==> src/rtl/cascade_stage_sequencer.sv <==
// Viola-Jones cascade walker: stage/feature sequencing, saturating vote sum, verdict.
// Define CASCADE_PERF_EN to build the feat_count performance counter.
module cascade_stage_sequencer #(
  parameter int NUM_STAGES = 22,
  parameter int ACC_W      = 32,
  parameter int GIDX_W     = 12
) (
  input  logic                    Clk,
  input  logic                    Reset,
  input  logic                    start,
  output int                      stage_num,
  input  int                      feat_amount,
  input  logic signed [ACC_W-1:0] stage_thresh,
  output logic                    feat_req,
  output logic [GIDX_W-1:0]       feat_gidx,
  input  logic                    feat_valid,
  input  logic signed [ACC_W-1:0] feat_value,
  output logic                    busy,
  output logic                    done,
  output logic                    face,
  output logic                    err,
  output logic [GIDX_W-1:0]       feat_count
);

  typedef enum logic [2:0] {
    IDLE, LOAD, ISSUE, WAIT, COMPARE, DONE
  } state_t;

  localparam logic signed [ACC_W-1:0] ACC_MAX =
    {1'b0, {(ACC_W-1){1'b1}}};
  localparam logic signed [ACC_W-1:0] ACC_MIN =
    {1'b1, {(ACC_W-1){1'b0}}};

  state_t                  state;
  int                      amt_q;
  int                      idx;
  logic signed [ACC_W-1:0] acc;
  logic signed [ACC_W:0]   sum;
  logic signed [ACC_W-1:0] acc_sat;

  // One extra bit exposes signed overflow; clamp instead of wrapping.
  always_comb begin
    sum = {acc[ACC_W-1], acc}
        + {feat_value[ACC_W-1], feat_value};
    if (sum[ACC_W] != sum[ACC_W-1])
      acc_sat = sum[ACC_W] ? ACC_MIN : ACC_MAX;
    else
      acc_sat = sum[ACC_W-1:0];
  end

  always_ff @(posedge Clk) begin
    if (Reset) begin
      state     <= IDLE;
      stage_num <= 0;
      amt_q     <= 0;
      idx       <= 0;
      acc       <= '0;
      feat_req  <= 1'b0;
      feat_gidx <= '0;
      busy      <= 1'b0;
      done      <= 1'b0;
      face      <= 1'b0;
      err       <= 1'b0;
    end else begin
      unique case (state)
        IDLE: begin
          if (start) begin
            state     <= LOAD;
            busy      <= 1'b1;
            stage_num <= 0;
            feat_gidx <= '0;
            acc       <= '0;
          end
        end
        LOAD: begin
          amt_q <= feat_amount;
          if (feat_amount <= 0) begin
            state <= DONE;
            done  <= 1'b1;
            err   <= 1'b1;
            face  <= 1'b0;
          end else begin
            idx      <= 0;
            acc      <= '0;
            feat_req <= 1'b1;
            state    <= ISSUE;
          end
        end
        ISSUE: begin
          feat_req <= 1'b0;
          state    <= WAIT;
        end
        WAIT: begin
          if (feat_valid) begin
            acc       <= acc_sat;
            feat_gidx <= feat_gidx + GIDX_W'(1);
            if (idx == amt_q - 1) begin
              state <= COMPARE;
            end else begin
              idx      <= idx + 1;
              feat_req <= 1'b1;
              state    <= ISSUE;
            end
          end
        end
        COMPARE: begin
          if (acc < stage_thresh) begin
            state <= DONE;
            done  <= 1'b1;
            face  <= 1'b0;
            err   <= 1'b0;
          end else if (stage_num == NUM_STAGES - 1) begin
            state <= DONE;
            done  <= 1'b1;
            face  <= 1'b1;
            err   <= 1'b0;
          end else begin
            stage_num <= stage_num + 1;
            state     <= LOAD;
          end
        end
        DONE: begin
          done  <= 1'b0;
          busy  <= 1'b0;
          state <= IDLE;
        end
        default: state <= IDLE;
      endcase
    end
  end

`ifdef CASCADE_PERF_EN
  always_ff @(posedge Clk) begin
    if (Reset)
      feat_count <= '0;
    else if (state == IDLE && start)
      feat_count <= '0;
    else if (state == WAIT && feat_valid &&
             feat_count != '1)
      feat_count <= feat_count + GIDX_W'(1);
  end
`else
  assign feat_count = '0;
`endif

endmodule

==> config.mk <==
export PLATFORM = sky130hd
export DESIGN_NAME = cascade_stage_sequencer
export DESIGN_NICKNAME = d
export VERILOG_FILES = /design/src/rtl/cascade_stage_sequencer.sv
export SDC_FILE = /design/constraint.sdc
export NUM_CORES = 1
export LEC_CHECK = 0
export ABC_AREA = 1
export CAP_MARGIN = 20
export CORE_ASPECT_RATIO = 0.7
export CORE_UTILIZATION = 45
export DETAILED_ROUTE_END_ITERATION = 16
export PLACE_DENSITY = 0.68
export SLEW_MARGIN = 20
export SYNTH_ARGS = -nofsm -noshare
export SYNTH_HDL_FRONTEND = slang
export SYNTH_SLANG_ARGS = --single-unit
export TNS_END_PERCENT = 20
==> constraint.sdc <==
create_clock -name Clk -period 3.1 [get_ports Clk]
set_input_delay 0.465 -clock Clk [delete_from_list [all_inputs] [get_ports Clk]]
set_output_delay 0.465 -clock Clk [all_outputs]
set_load 0.01 [all_outputs]
# Yosys cells after proc, flatten, opt, wreduce, memory -nomap -nowiden

Index checks and enable logic that the tools add are counted.

Bits in registers: 148
Input bits: 100
Output and inout port bits: 61

Add/subtract/negate cells: 5
$lt $le $gt $ge: 2
Equality and inequality tests: 16
Muxes and demuxes: 38
Reduce and logical (&&, ||, !) cells: 18

Operators by type and width:

| kind                                                             | count |
|---|---|
| two-way mux 32 bit                                               | 9 |
| case mux 32 bit (2 select lines)                                 | 2 |
| case mux 32 bit (3 select lines)                                 | 1 |
| adder 32 x 2 -> 32 bit (second input constant)                   | 2 |
| adder 32 x 32 -> 33 bit                                          | 1 |
| equality test 32 bit                                             | 1 |
| equality test 32 x 6 -> 1 bit (second input constant)            | 1 |
| less-or-equal comparator 32 x 1 -> 1 bit (second input constant) | 1 |
| less-than comparator 32 bit                                      | 1 |
| subtractor 32 x 2 -> 32 bit (second input constant)              | 1 |
| two-way mux 12 bit                                               | 2 |
| case mux 12 bit (2 select lines)                                 | 1 |
| two-way mux 3 bit                                                | 6 |
| AND reduction 4 bit                                              | 4 |
| case mux 3 bit (5 select lines)                                  | 1 |
| inequality test 2 bit (second input constant)                    | 7 |
| adder 12 x 1 -> 12 bit (second input constant)                   | 1 |
| two-way mux 1 bit                                                | 11 |
| nonzero test 2 bit                                               | 5 |
| AND reduction 3 bit                                              | 3 |
| nonzero test 3 bit                                               | 3 |
| equality test 3 x 2 -> 1 bit (second input constant)             | 2 |
| equality test 3 bit (second input constant)                      | 2 |
| case mux 1 bit (2 select lines)                                  | 3 |
| other kinds (6)                                                  | 8 |

# Longest topological paths before layout

Gate-level depths: netlist of run 1.

Depth after elaboration: 5
Mapped depth: 19
Depth with buffers taken out: 18

# Least setup slack after synthesis of run 1

OpenSTA, ideal clock, no wires.

Kind: input to register
Start: input port feat_value[0]
End: register acc[18]
Setup time: 132 ps
Arrival: 2441 ps
Required time: 2968 ps
Setup slack: 527 ps
Cell stages on the path: 15
Path buffers: 1
Cells stage by stage: ha_1 fa_1 nand3_1 nand2_1 a21oi_1 o21ai_1 nand2_1 nand2_1 nand2_1 nand2_1 nand2_1 clkbuf_1 nand3_1 nand2_1 a21oi_1

Cells in the longest elaborated chain, start to end: 5

RTL lines:

| item                                                        | line   | text |
|---|---|---|
| start, declared                                             | 17     | `input logic signed [ACC_W-1:0] feat_value,` |
| adder 32 x 32 -> 33 bit (*)                                 | 44     | `+ {feat_value[ACC_W-1], feat_value};` |
| two-way mux 32 bit or inequality test 1 bit (tied branches) | 46, 45 |  |
| two-way mux 32 bit (*)                                      | 45     | `if (sum[ACC_W] != sum[ACC_W-1])` |
| two-way mux 32 bit (*)                                      | 94     | `if (feat_valid) begin` |
| case mux 32 bit (3 select lines) (*)                        | 65     | `unique case (state)` |
| end signal, assigned                                        | 95     | `acc <= acc_sat;` |
| end, declared                                               | 37     | `logic signed [ACC_W-1:0] acc;` |

Mark *: on every way between the ends. The rest lies on a longest branch, timed or not. The select of a mux whose other input is x is not followed.
A chain may end at the register's enable or synchronous reset.

# Worst setup path after layout of run 1

Start: register amt_q[0] (netlist name)
End: register idx[4] (netlist name)

Cells in the longest elaborated chain, start to end: 4

RTL lines:

| item                                   | line | text |
|---|---|---|
| start, declared                        | 35   | `int amt_q;` |
| start signal, assigned                 | 76   | `amt_q <= feat_amount;` |
| subtractor 32 x 2 -> 32 bit            | 97   | `if (idx == amt_q - 1) begin` |
| equality test 32 bit                   | 97   |  |
| inequality test 2 bit (no source line) | --   |  |
| AND reduction 4 bit (no source line)   | --   |  |
| end signal, assigned                   | 100  | `idx <= idx + 1;` |
| end, declared                          | 36   | `int idx;` |

No other way between the ends.

==> metrics, run 1 <==
Top Ports=161; Ant. Diodes=0; first-pass GRT wire length=a little over 60000 um; Die Y=between 100 and 150 um; pre-CTS setup slack=between 8 and 9 ps; Crit Path Class=flip-flop to flip-flop; root buf cell=clkbuf_16; final-layout fill cell count=about 2600; endpoints failing setup=0; floorplan row count=49; Setup TNS Final=0 ps; CTS tree=yes; top cells by area, synth=dfxtp_1, nand2_1, a21oi_1; Syn Inst Count=1868; r2r startpoint=amt_q[0]; post-route insts no fill=around 2300; most frequent cells in the layout=nand2_1, nor2_1, a21oi_1; Residual DRC=0; # port buffers=148; Post-synth EDFFs=0; DR pass1 iterations=5; worst vdd ir=between 0.0004 and 0.0005 V; skew final=~12 ps; Max FO, Critical Path=32; Pwr Density=around 460 nW/um^2; sw power=~2500 uW; final wirelength=roughly 38000 um; worst-case clock buffer depth=2; status=completed; Worst-Margin Slew=approximately 1000 ps; max-cap violations=0; H-tree levels=4; worst hold path class=primary input to flip-flop; Tot GR Track Use=0.2861; final instance area=14310 um^2; gr ovfl total=0; Leak Pwr=about 0.0055 uW; Clock power frac=0.341; net count reported at finish=between 2000 and 2500; CP Launch Point=amt_q[0]; post-CTS setup buffers=0; Avg Inst Size Synth=6.319 um^2; dpl cells=2311; Slowest-stage cell, CP=nand3_4; Synth Register Bits=about 150; part of the power in combinational logic=0.329; final core occ=0.5558; initial DRC count=1083; hold wc startpoint=Reset; RSZ-0062 raised after global routing=no; Area Growth Syn to Fin=21.25%; post-synth top area share=0.2510; routed vias=~13000; Worst setup SP type=flip-flop; register area share after synthesis=0.2510; initial antenna violation count=0; hpwl dp=between 20000 and 30000 um; DR vias/cell=5.457; Final GP Congestion=0.9207; final max-slew violation count=0; Primary FF master, synth=dfxtp_1; Netlist cell types=46; area leader, netlist=dfxtp_1; area post-placement=~14000 um^2; Critical Path Max Stage Delay=320 ps; Max Fclk=between 0.3 and 0.4 GHz; period utilisation layout=0.9012; post-synth design cell area=11800 um^2; Reg power frac=0.330; Starting Density=0.4584; sw frac=0.3830; Pint=about 4100 uW; final setup margin=slightly above 300 ps; min cycle time layout=about 2800 ps; Die X=195.6 um; Routed Antenna Nets=0; cell mode on critical path=nand2_1; largest net degree at the start of global routing=80; Clock Latency Late Sink=roughly 440 ps; TritonCTS Sinks=about 150; post-synthesis async set-or-reset flop share=0; clk slew on worst S/H paths=roughly 70 ps; cells along the critical path=inv_1 -> ha_1 -> nand2_1 -> nor2_4 -> nand3_2 -> nand2_1 -> nand2_1 -> nor2_1 -> nand3b_1 -> nor2_2 -> nand4_4 -> nand3_4 -> nand2_1 -> a21oi_1; Worst Setup End Kind=flip-flop; cts hold-fix bufs=0; WP data required=~3500 ps; WP data arrival=around 3200 ps; Hold Vio Cnt, Final=0; Placeable Area=approximately 26000 um^2; vias in the first global route=~12000; Slew HR=0.3360; layout cells sized above 1=0.05070; Routed WL per cell=~16 um; Yosys warnings=0; commonest non-fill, non-tap cell in the layout=nand2_1; DIE AREA=around 27000 um^2; # resized after CTS=0; Num CTS Buffers=17
## cells in the mapped netlist (all sizes together), types with 3 or more instances
cell type  count
nor3b          9
clkbuf        54
nand3b         8
nor4          22
ha            68
nor2         259
a21boi         3
xor2          72
dfxtp        148
nand2        419
nand3        121
o21ai         78
xnor2         44
inv          186
buf           29
nor3          62
nand4         57
o21bai        10
o211ai         6
o31ai          3
o21a           6
a21oi        193
## kinds of logic after synthesis
| group | share of synthesized area |
|---|---|
| simple gates | 0.3565 |
| buf+inv | 0.09370 |
| fa+ha+maj | 0.07378 |
| compound gates | 0.1367 |
| xor+xnor | 0.08798 |
| other cells | 0.0003177 |
| flops | 0.2510 |
## power groups by stage
stage               clock (uW)  sequential (uW)  combinational, uW
finish                    2250             2170               2170
global route              2360             2180               2420
CTS                       2270             2160               2140
detailed placement           0             2210               2130
global placement             0             2210               2100
floorplan                    0             2160               1520
## final cells by class
type / instances / area (um^2) / share of cell area
inverter: 187 / 701.9 / 0.04904
multi-input combinational: 1461 / 7801 / 0.5451
clock buffer: 17 / 425.4 / 0.02972
clock inverter: 15 / 195.2 / 0.01364
tap: 331 / 414.1 / 0.02894
sequential: 148 / 2963 / 0.2070
timing repair buffer: 184 / 1812 / 0.1266
## worst paths after layout
path | endpoint | slack (ps) | cells after the start
min | amt_q[31] | 400 | 2
max reg2reg | idx[4] | 310 | 14
max | idx[4] | 310 | 14
min reg2reg | feat_req | 460 | 2
## worst max-delay path, delay by kind of cell, from the launching register on
kind / cells / cell delay [ps]
AND/OR/NAND/NOR: 11 / 1870
AO/OA/AOI/OAI: 1 / 150
adder cells (fa/ha/maj): 1 / 240
buffers and inverters: 1 / 130
flip-flops: 1 / 310
## registers in the layout, summed over array words and instances, names as in the netlist
signal and flops:
acc 32, amt_q 32, busy 1, done 1
err 1, face 1, feat_gidx 12, feat_req 1
idx 32, stage_num 32, state 3
## through the flow
step	hold slack (ps)	power, uW
6_report	397.2	6588
5_1_grt	400.9	6969
4_1_cts	384.4	6577
3_5_place_dp	455.8	4338
3_3_place_gp	456.1	4310
2_1_floorplan	448.0	3678
## per-layer routing
metal  share of wire  vias up  GRT usage  wire, um
met1            0.50     5781     0.4351     18740
met5               0        -          0         0
met3            0.10       29    0.06291      3836
li1                -     6427          -         -
met2            0.39      548     0.4040     14790
met4           0.010        0    0.05774       395
Note: power is estimated with default switching activity, not from simulation.
==> inputs of run 2 (changes only) <==
--- a/config.mk
+++ b/config.mk
@@ -10,7 +10,9 @@
 export CORE_ASPECT_RATIO = 0.7
 export CORE_UTILIZATION = 45
 export DETAILED_ROUTE_END_ITERATION = 16
+export GPL_TIMING_DRIVEN = 0
 export PLACE_DENSITY = 0.68
+export SKIP_CTS_REPAIR_TIMING = 1
 export SLEW_MARGIN = 20
 export SYNTH_ARGS = -nofsm -noshare
 export SYNTH_HDL_FRONTEND = slang
==> metrics, run 2 (synthesis results as in run 1) <==
Final GP Congestion=~0.96; Num CTS Buffers=17; Starting Density=0.4584; floorplan row count=49; endpoints failing setup=0; clk slew on worst S/H paths=70 ps; initial antenna violation count=0; Crit Path Class=primary input to flip-flop; layout cells sized above 1=0.04808; DIE AREA=26890 um^2; hpwl dp=approximately 32000 um; Final Total Pwr=6505 uW; Hold Vio Cnt, Final=0; worst-case clock buffer depth=2; Clock Latency Late Sink=between 400 and 500 ps; WP data required=about 3500 ps; area of the multi-input gates=7809 um^2; net count reported at finish=2215; Pwr Density=about 450 nW/um^2; Max Fclk=0.3397 GHz; post-route insts no fill=2390; Setup TNS Final=0 ps; root buf cell=clkbuf_16; r2r startpoint=acc[6]; gr ovfl total=0; Area Growth Syn to Fin=21.75%; max-cap violations=0; Die X=between 150 and 200 um; Die Y=~140 um; status=completed; largest net degree at the start of global routing=17; WP data arrival=3320 ps; Max FO, Critical Path=10; DR vias/cell=5.418; Residual DRC=0; most frequent cells in the layout=nand2_1, nor2_1, a21oi_1; R2R setup slack=roughly 280 ps; Routed Antenna Nets=0; routed vias=12950; H-tree levels=4; worst vdd ir=roughly 0.00045 V; min cycle time layout=2944 ps; reg2reg path depth=12; Worst setup SP type=primary input; commonest non-fill, non-tap cell in the layout=nand2_1; # port buffers=148; Worst Setup End Kind=flip-flop; TritonCTS Sinks=148; initial DRC count=roughly 1200; final-layout fill cell count=2581; reg-to-reg critical path endpoint=acc[20]; worst hold path class=flip-flop to flip-flop; DR pass1 iterations=5; Reg area=2963 um^2; hold path endpoint=feat_req; Ant. Diodes=0; final max-slew violation count=0; Top Ports=roughly 160; Slew HR=0.3877; CTS tree=yes; hold wc startpoint=feat_req; vias in the first global route=11450; skew final=between 8 and 9 ps; first-pass GRT wire length=~62000 um; period utilisation layout=0.9497; RSZ-0062 raised after global routing=yes; dpl cells=about 2400; Routed WL per cell=16.79 um; Worst-Margin Slew=~900 ps; Tot GR Track Use=0.2967; final wirelength=about 40000 um; Placeable Area=approximately 26000 um^2; Leak Pwr=between 0.005 and 0.006 uW; Hold Crit Depth=2
-- run 2: changes by cell type in the layout (fill, tap and decap cells not counted), sizes merged --
| cell | previous run | this run |
|---|---|---|
| buf | 37 | 25 |
| bufinv | 3 | 1 |
| clkbuf | 17 | 77 |
| clkdlybuf4s50 | 147 | 148 |
| clkinv | 7 | 2 |
| clkinvlp | 1 | 4 |
| inv | 191 | 193 |
-- run 2: metal layers --
layer | part of all wire | GRT usage | up-vias
met2 | 0.39 | 0.4171 | 534
li1 | - | - | 6519
met4 | 0.013 | 0.06212 | 0
met1 | 0.50 | 0.4462 | 5858
met3 | 0.10 | 0.07491 | 39
met5 | 0 | 0 | -
-- run 2: worst max-delay path by stage --
| stage | startpoint | end | slack [ps] | depth (start not counted) |
|---|---|---|---|---|
| after floorplan | feat_value[0] | acc[18] | 530 | 15 |
| after global placement | feat_value[0] | acc[25] | -700 | 16 |
| after detailed placement | feat_value[0] | acc[25] | -720 | 16 |
| after CTS | feat_value[0] | acc[25] | -280 | 16 |
| after global routing | stage_thresh[25] | stage_num[2] | -40 | 15 |
| final | feat_value[6] | acc[20] | 160 | 13 |
-- run 2: cell type report --
type	count	share of cell area
tap	331	0.02882
inverter	187	0.04884
timing repair buffer	148	0.1031
sequential	148	0.2062
buffer	83	0.02934
multi-input combinational	1461	0.5434
clock buffer	19	0.03082
clock inverter	13	0.009577
-- run 2: worst max-delay path, cell delays in order --
cell             delay, ps
clkdlybuf4s50_1        430
ha_1                   370
nand2_1                120
o21ai_1                210
a21oi_2                 90
o21ai_1                440
nand2_1                210
nand3_1                130
nand2_1                 90
a21oi_2                240
buf_2                  300
nand2_1                 90
a21oi_1                120
-- run 2: metrics by stage --
step	cell area, um^2	worst slack [ps]	utilization	hold slack (ps)
after global placement	13740	-702.0	0.5336	456.9
after CTS	14320	-278.4	0.5562	470.9
final	14370	155.8	0.5581	470.3
after floorplan	11850	527.1	-	448.0
after global routing	14370	-44.31	0.5581	494.6
after detailed placement	13740	-721.4	0.5336	452.1
-- run 2: power by group --
part,internal (uW),switching [uW],leakage [uW]
sequential,2020,155,0.00120
combinational,761,1450,0.00401
clock,1150,972,0.000273
